[config.mk]
export PLATFORM = sky130hd
export DESIGN_NAME = pipe_commit_trace
export DESIGN_NICKNAME = d
export VERILOG_FILES = /design/src/rtl/pipe_commit_trace_pkg.sv /design/src/rtl/pipe_commit_trace_fifo.sv /design/src/rtl/pipe_commit_trace.sv
export SDC_FILE = /design/constraint.sdc
export NUM_CORES = 2
export LEC_CHECK = 0
export ABC_CLOCK_PERIOD_IN_PS = 10100
export CORE_AREA = 2 2 376 378
export DETAILED_ROUTE_END_ITERATION = 7
export DIE_AREA = 0 0 378 380
export GPL_TIMING_DRIVEN = 1
export HOLD_SLACK_MARGIN = 0.1
export PLACE_DENSITY = 0.9
export RECOVER_POWER = 50
export SETUP_SLACK_MARGIN = 0.02
export SYNTH_ARGS = -nofsm -noshare
export SYNTH_HDL_FRONTEND = slang
export SYNTH_HIERARCHICAL = 1
export SYNTH_SLANG_ARGS = --single-unit
[constraint.sdc]
create_clock -name clk -period 10.1 [get_ports clk]
set_input_delay 1.515 -clock clk [delete_from_list [all_inputs] [get_ports clk]]
set_output_delay 1.515 -clock clk [all_outputs]
set_load 0.05 [all_outputs]
[src/rtl/pipe_commit_trace_pkg.sv]
`default_nettype none
// +----------------------------------------------------------------------------+
// | pipe_commit_trace_pkg : shared commit-trace record type and counter map    |
// | Rev 1.0 - initial release                                                  |
// +----------------------------------------------------------------------------+
package pipe_commit_trace_pkg;

   localparam int TRC_XLEN  = 32;
   localparam int TRC_SEQ_W = 16;
   localparam int TRC_RD_W  = 5;

   localparam int TRACE_MODE_ALL = 0;
   localparam int TRACE_MODE_RD  = 1;

   // Event counter slots, in output order
   localparam int NUM_CNT   = 6;
   localparam int CNT_CYCLE = 0;
   localparam int CNT_RETIRE = 1;
   localparam int CNT_STALL = 2;
   localparam int CNT_FLUSH = 3;
   localparam int CNT_FWD   = 4;
   localparam int CNT_DROP  = 5;

   typedef struct packed {
      logic [TRC_SEQ_W-1:0] seq;
      logic [TRC_XLEN-1:0]  pc;
      logic [TRC_RD_W-1:0]  rd;
      logic [TRC_XLEN-1:0]  data;
      logic                 reg_write;
   } trace_rec_t;

endpackage
`default_nettype wire

[src/rtl/pipe_commit_trace_fifo.sv]
`default_nettype none
// +----------------------------------------------------------------------------+
// | trace_fifo : synchronous FIFO with level and a valid/ready read side       |
// | Rev 1.0 - initial release                                                  |
// +----------------------------------------------------------------------------+
module trace_fifo #(
   parameter int  DEPTH = 16,
   parameter type T     = logic [7:0]
) (
   input  logic                     clk,
   input  logic                     rst_n,
   input  logic                     i_push,
   input  T                         i_data,
   input  logic                     i_ready,
   output logic                     o_valid,
   output T                         o_data,
   output logic                     o_full,
   output logic                     o_empty,
   output logic [$clog2(DEPTH):0]   o_level
);

   localparam int AW = $clog2(DEPTH);

   logic [AW:0]   r_wr;
   logic [AW:0]   r_rd;
   T              r_mem [DEPTH];

   logic          w_empty;
   logic          w_full;
   logic          w_pop;
   logic          w_push;
   logic [AW-1:0] w_head_idx;

   assign w_empty = (r_wr == r_rd);
   assign w_full  = (r_wr[AW] != r_rd[AW]) && (r_wr[AW-1:0] == r_rd[AW-1:0]);
   assign w_pop   = !w_empty && i_ready;
   // A pop in the same cycle frees the slot, so a full FIFO can still accept
   assign w_push  = i_push && (!w_full || w_pop);

   always_ff @(posedge clk or negedge rst_n) begin
      if (!rst_n) begin
         r_wr <= '0;
         r_rd <= '0;
         for (int i = 0; i < DEPTH; i++) begin
            r_mem[i] <= '0;
         end
      end else begin
         if (w_push) begin
            r_mem[r_wr[AW-1:0]] <= i_data;
            r_wr                <= r_wr + (AW+1)'(1);
         end
         if (w_pop) begin
            r_rd <= r_rd + (AW+1)'(1);
         end
      end
   end

   // When empty, keep presenting the most recently popped slot
   assign w_head_idx = w_empty ? (r_rd[AW-1:0] - AW'(1)) : r_rd[AW-1:0];

   assign o_data  = r_mem[w_head_idx];
   assign o_valid = !w_empty;
   assign o_empty = w_empty;
   assign o_full  = w_full;
   assign o_level = r_wr - r_rd;

endmodule
`default_nettype wire

[src/rtl/pipe_commit_trace.sv]
`default_nettype none
// +----------------------------------------------------------------------------+
// | pipe_commit_trace : retirement tracer FIFO plus saturating event counters  |
// | Rev 1.0 - initial release                                                  |
// +----------------------------------------------------------------------------+
module pipe_commit_trace
   import pipe_commit_trace_pkg::*;
#(
   parameter int XLEN       = TRC_XLEN,
   parameter int DEPTH      = 16,
   parameter int CNT_W      = 32,
   parameter int SEQ_W      = TRC_SEQ_W,
   parameter int TRACE_MODE = TRACE_MODE_RD
) (
   input  logic                     clk,
   input  logic                     rst_n,
   input  logic                     wb_valid,
   input  logic                     wb_reg_write,
   input  logic [4:0]               wb_rd,
   input  logic [XLEN-1:0]          wb_pc,
   input  logic [XLEN-1:0]          wb_data,
   input  logic                     stall_if,
   input  logic                     stall_id,
   input  logic                     stall_ex,
   input  logic                     flush_if,
   input  logic                     flush_id,
   input  logic                     flush_ex,
   input  logic [1:0]               forward_a,
   input  logic [1:0]               forward_b,
   input  logic                     trace_en,
   input  logic                     cnt_clear,
   output logic                     trc_valid,
   input  logic                     trc_ready,
   output trace_rec_t               trc_rec,
   output logic [$clog2(DEPTH):0]   fifo_level,
   output logic [CNT_W-1:0]         cycle_cnt,
   output logic [CNT_W-1:0]         retire_cnt,
   output logic [CNT_W-1:0]         stall_cnt,
   output logic [CNT_W-1:0]         flush_cnt,
   output logic [CNT_W-1:0]         fwd_cnt,
   output logic [CNT_W-1:0]         drop_cnt
);

   logic [SEQ_W-1:0]                 r_seq;
   logic                             w_qual;
   logic                             w_push_req;
   logic                             w_pop;
   logic                             w_full;
   logic                             w_empty;
   logic                             w_drop;
   trace_rec_t                       w_rec;
   logic [NUM_CNT-1:0]               w_inc;
   logic [NUM_CNT-1:0][CNT_W-1:0]    w_cnt;

   assign w_qual     = (TRACE_MODE == TRACE_MODE_ALL) ? 1'b1
                                                      : (wb_reg_write && (wb_rd != 5'd0));
   assign w_push_req = wb_valid && trace_en && w_qual;
   assign w_pop      = trc_valid && trc_ready;
   assign w_drop     = w_push_req && w_full && !w_pop;

   // Record widths are fixed by the shared package type
   assign w_rec.seq       = TRC_SEQ_W'(r_seq);
   assign w_rec.pc        = TRC_XLEN'(wb_pc);
   assign w_rec.rd        = wb_rd;
   assign w_rec.data      = TRC_XLEN'(wb_data);
   assign w_rec.reg_write = wb_reg_write;

   trace_fifo #(
      .DEPTH (DEPTH),
      .T     (trace_rec_t)
   ) u_fifo (
      .clk     (clk),
      .rst_n   (rst_n),
      .i_push  (w_push_req),
      .i_data  (w_rec),
      .i_ready (trc_ready),
      .o_valid (trc_valid),
      .o_data  (trc_rec),
      .o_full  (w_full),
      .o_empty (w_empty),
      .o_level (fifo_level)
   );

   // Sequence tracks every retirement so untraced ones show up as gaps
   always_ff @(posedge clk or negedge rst_n) begin
      if (!rst_n) begin
         r_seq <= '0;
      end else if (cnt_clear) begin
         r_seq <= '0;
      end else if (wb_valid) begin
         r_seq <= r_seq + SEQ_W'(1);
      end
   end

   assign w_inc[CNT_CYCLE]  = 1'b1;
   assign w_inc[CNT_RETIRE] = wb_valid;
   assign w_inc[CNT_STALL]  = stall_if || stall_id || stall_ex;
   assign w_inc[CNT_FLUSH]  = flush_if || flush_id || flush_ex;
   assign w_inc[CNT_FWD]    = (forward_a != 2'b00) || (forward_b != 2'b00);
   assign w_inc[CNT_DROP]   = w_drop;

   generate
      for (genvar g = 0; g < NUM_CNT; g++) begin : g_cnt
         logic [CNT_W-1:0] r_cnt;

         always_ff @(posedge clk or negedge rst_n) begin
            if (!rst_n) begin
               r_cnt <= '0;
            end else if (cnt_clear) begin
               r_cnt <= '0;
            end else if (w_inc[g] && (r_cnt != {CNT_W{1'b1}})) begin
               r_cnt <= r_cnt + CNT_W'(1);
            end
         end

         assign w_cnt[g] = r_cnt;
      end
   endgenerate

   assign cycle_cnt  = w_cnt[CNT_CYCLE];
   assign retire_cnt = w_cnt[CNT_RETIRE];
   assign stall_cnt  = w_cnt[CNT_STALL];
   assign flush_cnt  = w_cnt[CNT_FLUSH];
   assign fwd_cnt    = w_cnt[CNT_FWD];
   assign drop_cnt   = w_cnt[CNT_DROP];

endmodule
`default_nettype wire

==> flow_metrics.env <==
export IMPL_num_vias=69400
export IMPL_rsz0062_at_grt="no"
export IMPL_endpoint_kind="output pin"
export IMPL_fp_dieW_um=378
export IMPL_grt_pass1_vias=68900
export IMPL_synth_area_um2=83300
export IMPL_mostFrequentLayoutCells="dfrtp_1, mux2_2, a22oi_1"
export IMPL_finalNetCount=7260
export IMPL_placed_cell_area_um2=87500
export IMPL_drv_cap=8
export IMPL_yosys_area_top_type_share=0.479
export IMPL_hold_ws_ns=0.508
export IMPL_area_growth_pct=11.4
export IMPL_async_flop_share=1.00
export IMPL_coreArea_um2=139000
export IMPL_ys_top_cells_by_area="dfrtp_1, mux2_2, a221oi_1, a22oi_1, mux2_1"
export IMPL_setup_tns_final_ns=0
export IMPL_ctsLongestPathBuffers=3
export IMPL_dp_hpwl_um=140000
export IMPL_yosysTopAreaCell="dfrtp_1"
export IMPL_drtAntennaViolNets=0
export IMPL_root_buffer="clkbuf_16"
export IMPL_placedCellCount=8868
export IMPL_vdd_drop_max_uv=409
export IMPL_fmax_mhz=108
export IMPL_track_usage=0.345
export IMPL_htreeDepth=4
export IMPL_reg2reg_from="u_fifo/r_rd[1]"
export IMPL_drv_slew=931
export IMPL_start_util=0.599
export IMPL_synth_edf_count=0
export IMPL_ys_warn_count=6
export IMPL_min_period_over_period=0.916
export IMPL_drive_above_1_share=0.233
export IMPL_worstMarginPinSlew_ns=6.44
export IMPL_crit_path_start_kind="flop"
export IMPL_syn_avg_cell_area_um2=11.4
export IMPL_power_density_nw_per_um2=319
export IMPL_firstDrtPassIters=8
export IMPL_p_leak_nw=39.6
export IMPL_syn_nets=7384
export IMPL_grt_overflow_total=0
export IMPL_antenna_found_initial=23
export IMPL_io_buffers=369
export IMPL_synthesis_instances=7280
export IMPL_routed_wl_um=255000
export IMPL_setup_violations=0
export IMPL_path_class="flop to output pin"
export IMPL_remaining_drc_errors=2
export IMPL_fin_cells=9177
export IMPL_wl_per_cell_um=27.8
export IMPL_final_period_minus_worst_setup_slack_ns=9.25
export IMPL_critPathArrivalTime_ns=7.74
export IMPL_status="finished, violations left"
export IMPL_grt_max_degree=242
export IMPL_design_area_um2=92800
export IMPL_ioPinCount=370
export IMPL_insertion_delay_ns=0.84
export IMPL_violations="DRC, capacitance limit, slew limit"
export IMPL_startpoint="u_fifo/r_rd[1]"
export IMPL_hold_violations=0
export IMPL_clock_skew_ns=0.0560
export IMPL_synthFlopType="dfrtp_1"
export IMPL_viasPerCell=7.57
export IMPL_die_area_um2=144000
export IMPL_seq_area_frac_synth=0.479
export IMPL_hp_class="flop to flop"
export IMPL_ys_ff_latch=1594
export IMPL_routabilityCongestion=0.909
export IMPL_cts_buffers_inserted=162
export IMPL_worstPathRequired_ns=8.59
export IMPL_layout_commonest_cell="dfrtp_1"
export IMPL_cts_clk_slew_worst_paths_ns=0.06
export IMPL_grt_pass1_wl_um=394000
export IMPL_die_h_um=380
export IMPL_cts_tree="done"
export IMPL_drt_iter0_markers=10500
export IMPL_cts_hold_buf=0
export IMPL_rows=137
export IMPL_yosysUniqueCellTypes=89
export IMPL_path_max_fanout=50
export IMPL_relSlewSlack=-3.29
export IMPL_postCtsSetupBuffers=0
export IMPL_cts_sinks=1594
export IMPL_cts_resized=0
export IMPL_worstHoldStart="u_fifo/r_mem[1304]"
[cell families after synthesis]
family,after synthesis,share of synthesized area
adder cells (fa/ha/maj),18,0.00279
multiplexers,1594,0.217
flip-flops,1594,0.479
AO/OA/AOI/OAI,2036,0.178
buffers and inverters,796,0.0405
XOR/XNOR,69,0.00766
AND/OR/NAND/NOR,1173,0.0750
[registers in the layout, indices dropped and copies added (netlist names)]
name          cells
u_fifo/r_mem   1376
cycle_cnt        32
drop_cnt         32
flush_cnt        32
fwd_cnt          32
retire_cnt       32
stall_cnt        32
r_seq            16
u_fifo/r_rd       5
u_fifo/r_wr       5
[per-layer routing]
layer,up-vias,global-route usage,part of all wire
li1,28300,-,-
met1,34800,0.432,0.36
met2,5106,0.533,0.46
met3,1210,0.0877,0.11
met4,18,0.221,0.066
met5,-,0,0.00054
[through the flow]
step / power (W) / setup slack (ns) / util
3_5_place_dp: 0.0229 / 2.00 / 0.628
6_report: 0.0296 / 0.846 / 0.667
3_3_place_gp: 0.0223 / 2.09 / 0.628
2_1_floorplan: 0.0185 / 4.00 / -
4_1_cts: 0.0291 / 1.10 / 0.667
5_1_grt: 0.0306 / 0.529 / 0.667
[synthesized netlist by cell type (26+ instances only)]
| cell | instances |
|---|---|
| or4_1 | 54 |
| mux4_2 | 29 |
| a211oi_1 | 35 |
| inv_1 | 28 |
| a21oi_1 | 306 |
| dfrtp_1 | 1594 |
| o221ai_1 | 115 |
| mux2_1 | 185 |
| mux2_2 | 1229 |
| a221oi_1 | 466 |
| mux2i_1 | 151 |
| o32ai_1 | 27 |
| xnor2_1 | 35 |
| o31ai_1 | 44 |
| nand3_1 | 346 |
| or3_1 | 85 |
| o21ai_0 | 212 |
| nor4_1 | 70 |
| nand2_1 | 151 |
| buf_2 | 288 |
| nor3_1 | 68 |
| clkbuf_1 | 396 |
| nor2_1 | 176 |
| a22oi_1 | 542 |
| nor2b_1 | 51 |
| o2111ai_1 | 26 |
| and4_1 | 27 |
| nand4_1 | 66 |
| and3_1 | 29 |
| o22ai_1 | 120 |
| xor2_1 | 31 |
| buf_1 | 75 |
[worst max-delay path, cell delays in order (launching register included)]
cell and delay [ns]:
dfrtp_4 0.96, inv_1 0.71, buf_4 0.42, ha_1 0.34, and4_1 0.58, nand2_8 0.35, clkinv_2 0.72, buf_4 0.45
buf_4 0.43, nor3_1 0.12, o32ai_1 0.36, nand3_1 0.11, o21ai_0 0.33, clkdlybuf4s50_1 0.96
[final cells by class]
cell class,count,area (um^2)
clock buffer,248,4780
fill,9284,46400
antenna,15,37.5
sequential,1594,39900
tap,1876,2350
clock inverter,46,588
inverter,30,121
timing repair buffer,478,4710
multi-input combinational,4890,40300
[final timing paths]
path | to | slack (ns) | depth (start not counted)
worst max-delay path | trc_rec[36] | 0.85 | 13
worst min-delay path | u_fifo/r_mem[1304] | 0.51 | 1
worst max register to register | u_fifo/r_mem[645] | 4.17 | 10
worst min register to register | u_fifo/r_mem[1304] | 0.51 | 1
max in group asynchronous | u_fifo/r_mem[734] | 1.91 | 2
min in group asynchronous | stall_cnt[29] | 2.24 | 1
[report_power, final]
group | switching [W] | internal [W]
registers | 0.00152 | 0.00805
clock network | 0.00263 | 0.00346
logic | 0.00893 | 0.00495
No activity file was read; power rests on OpenSTA's default activity.
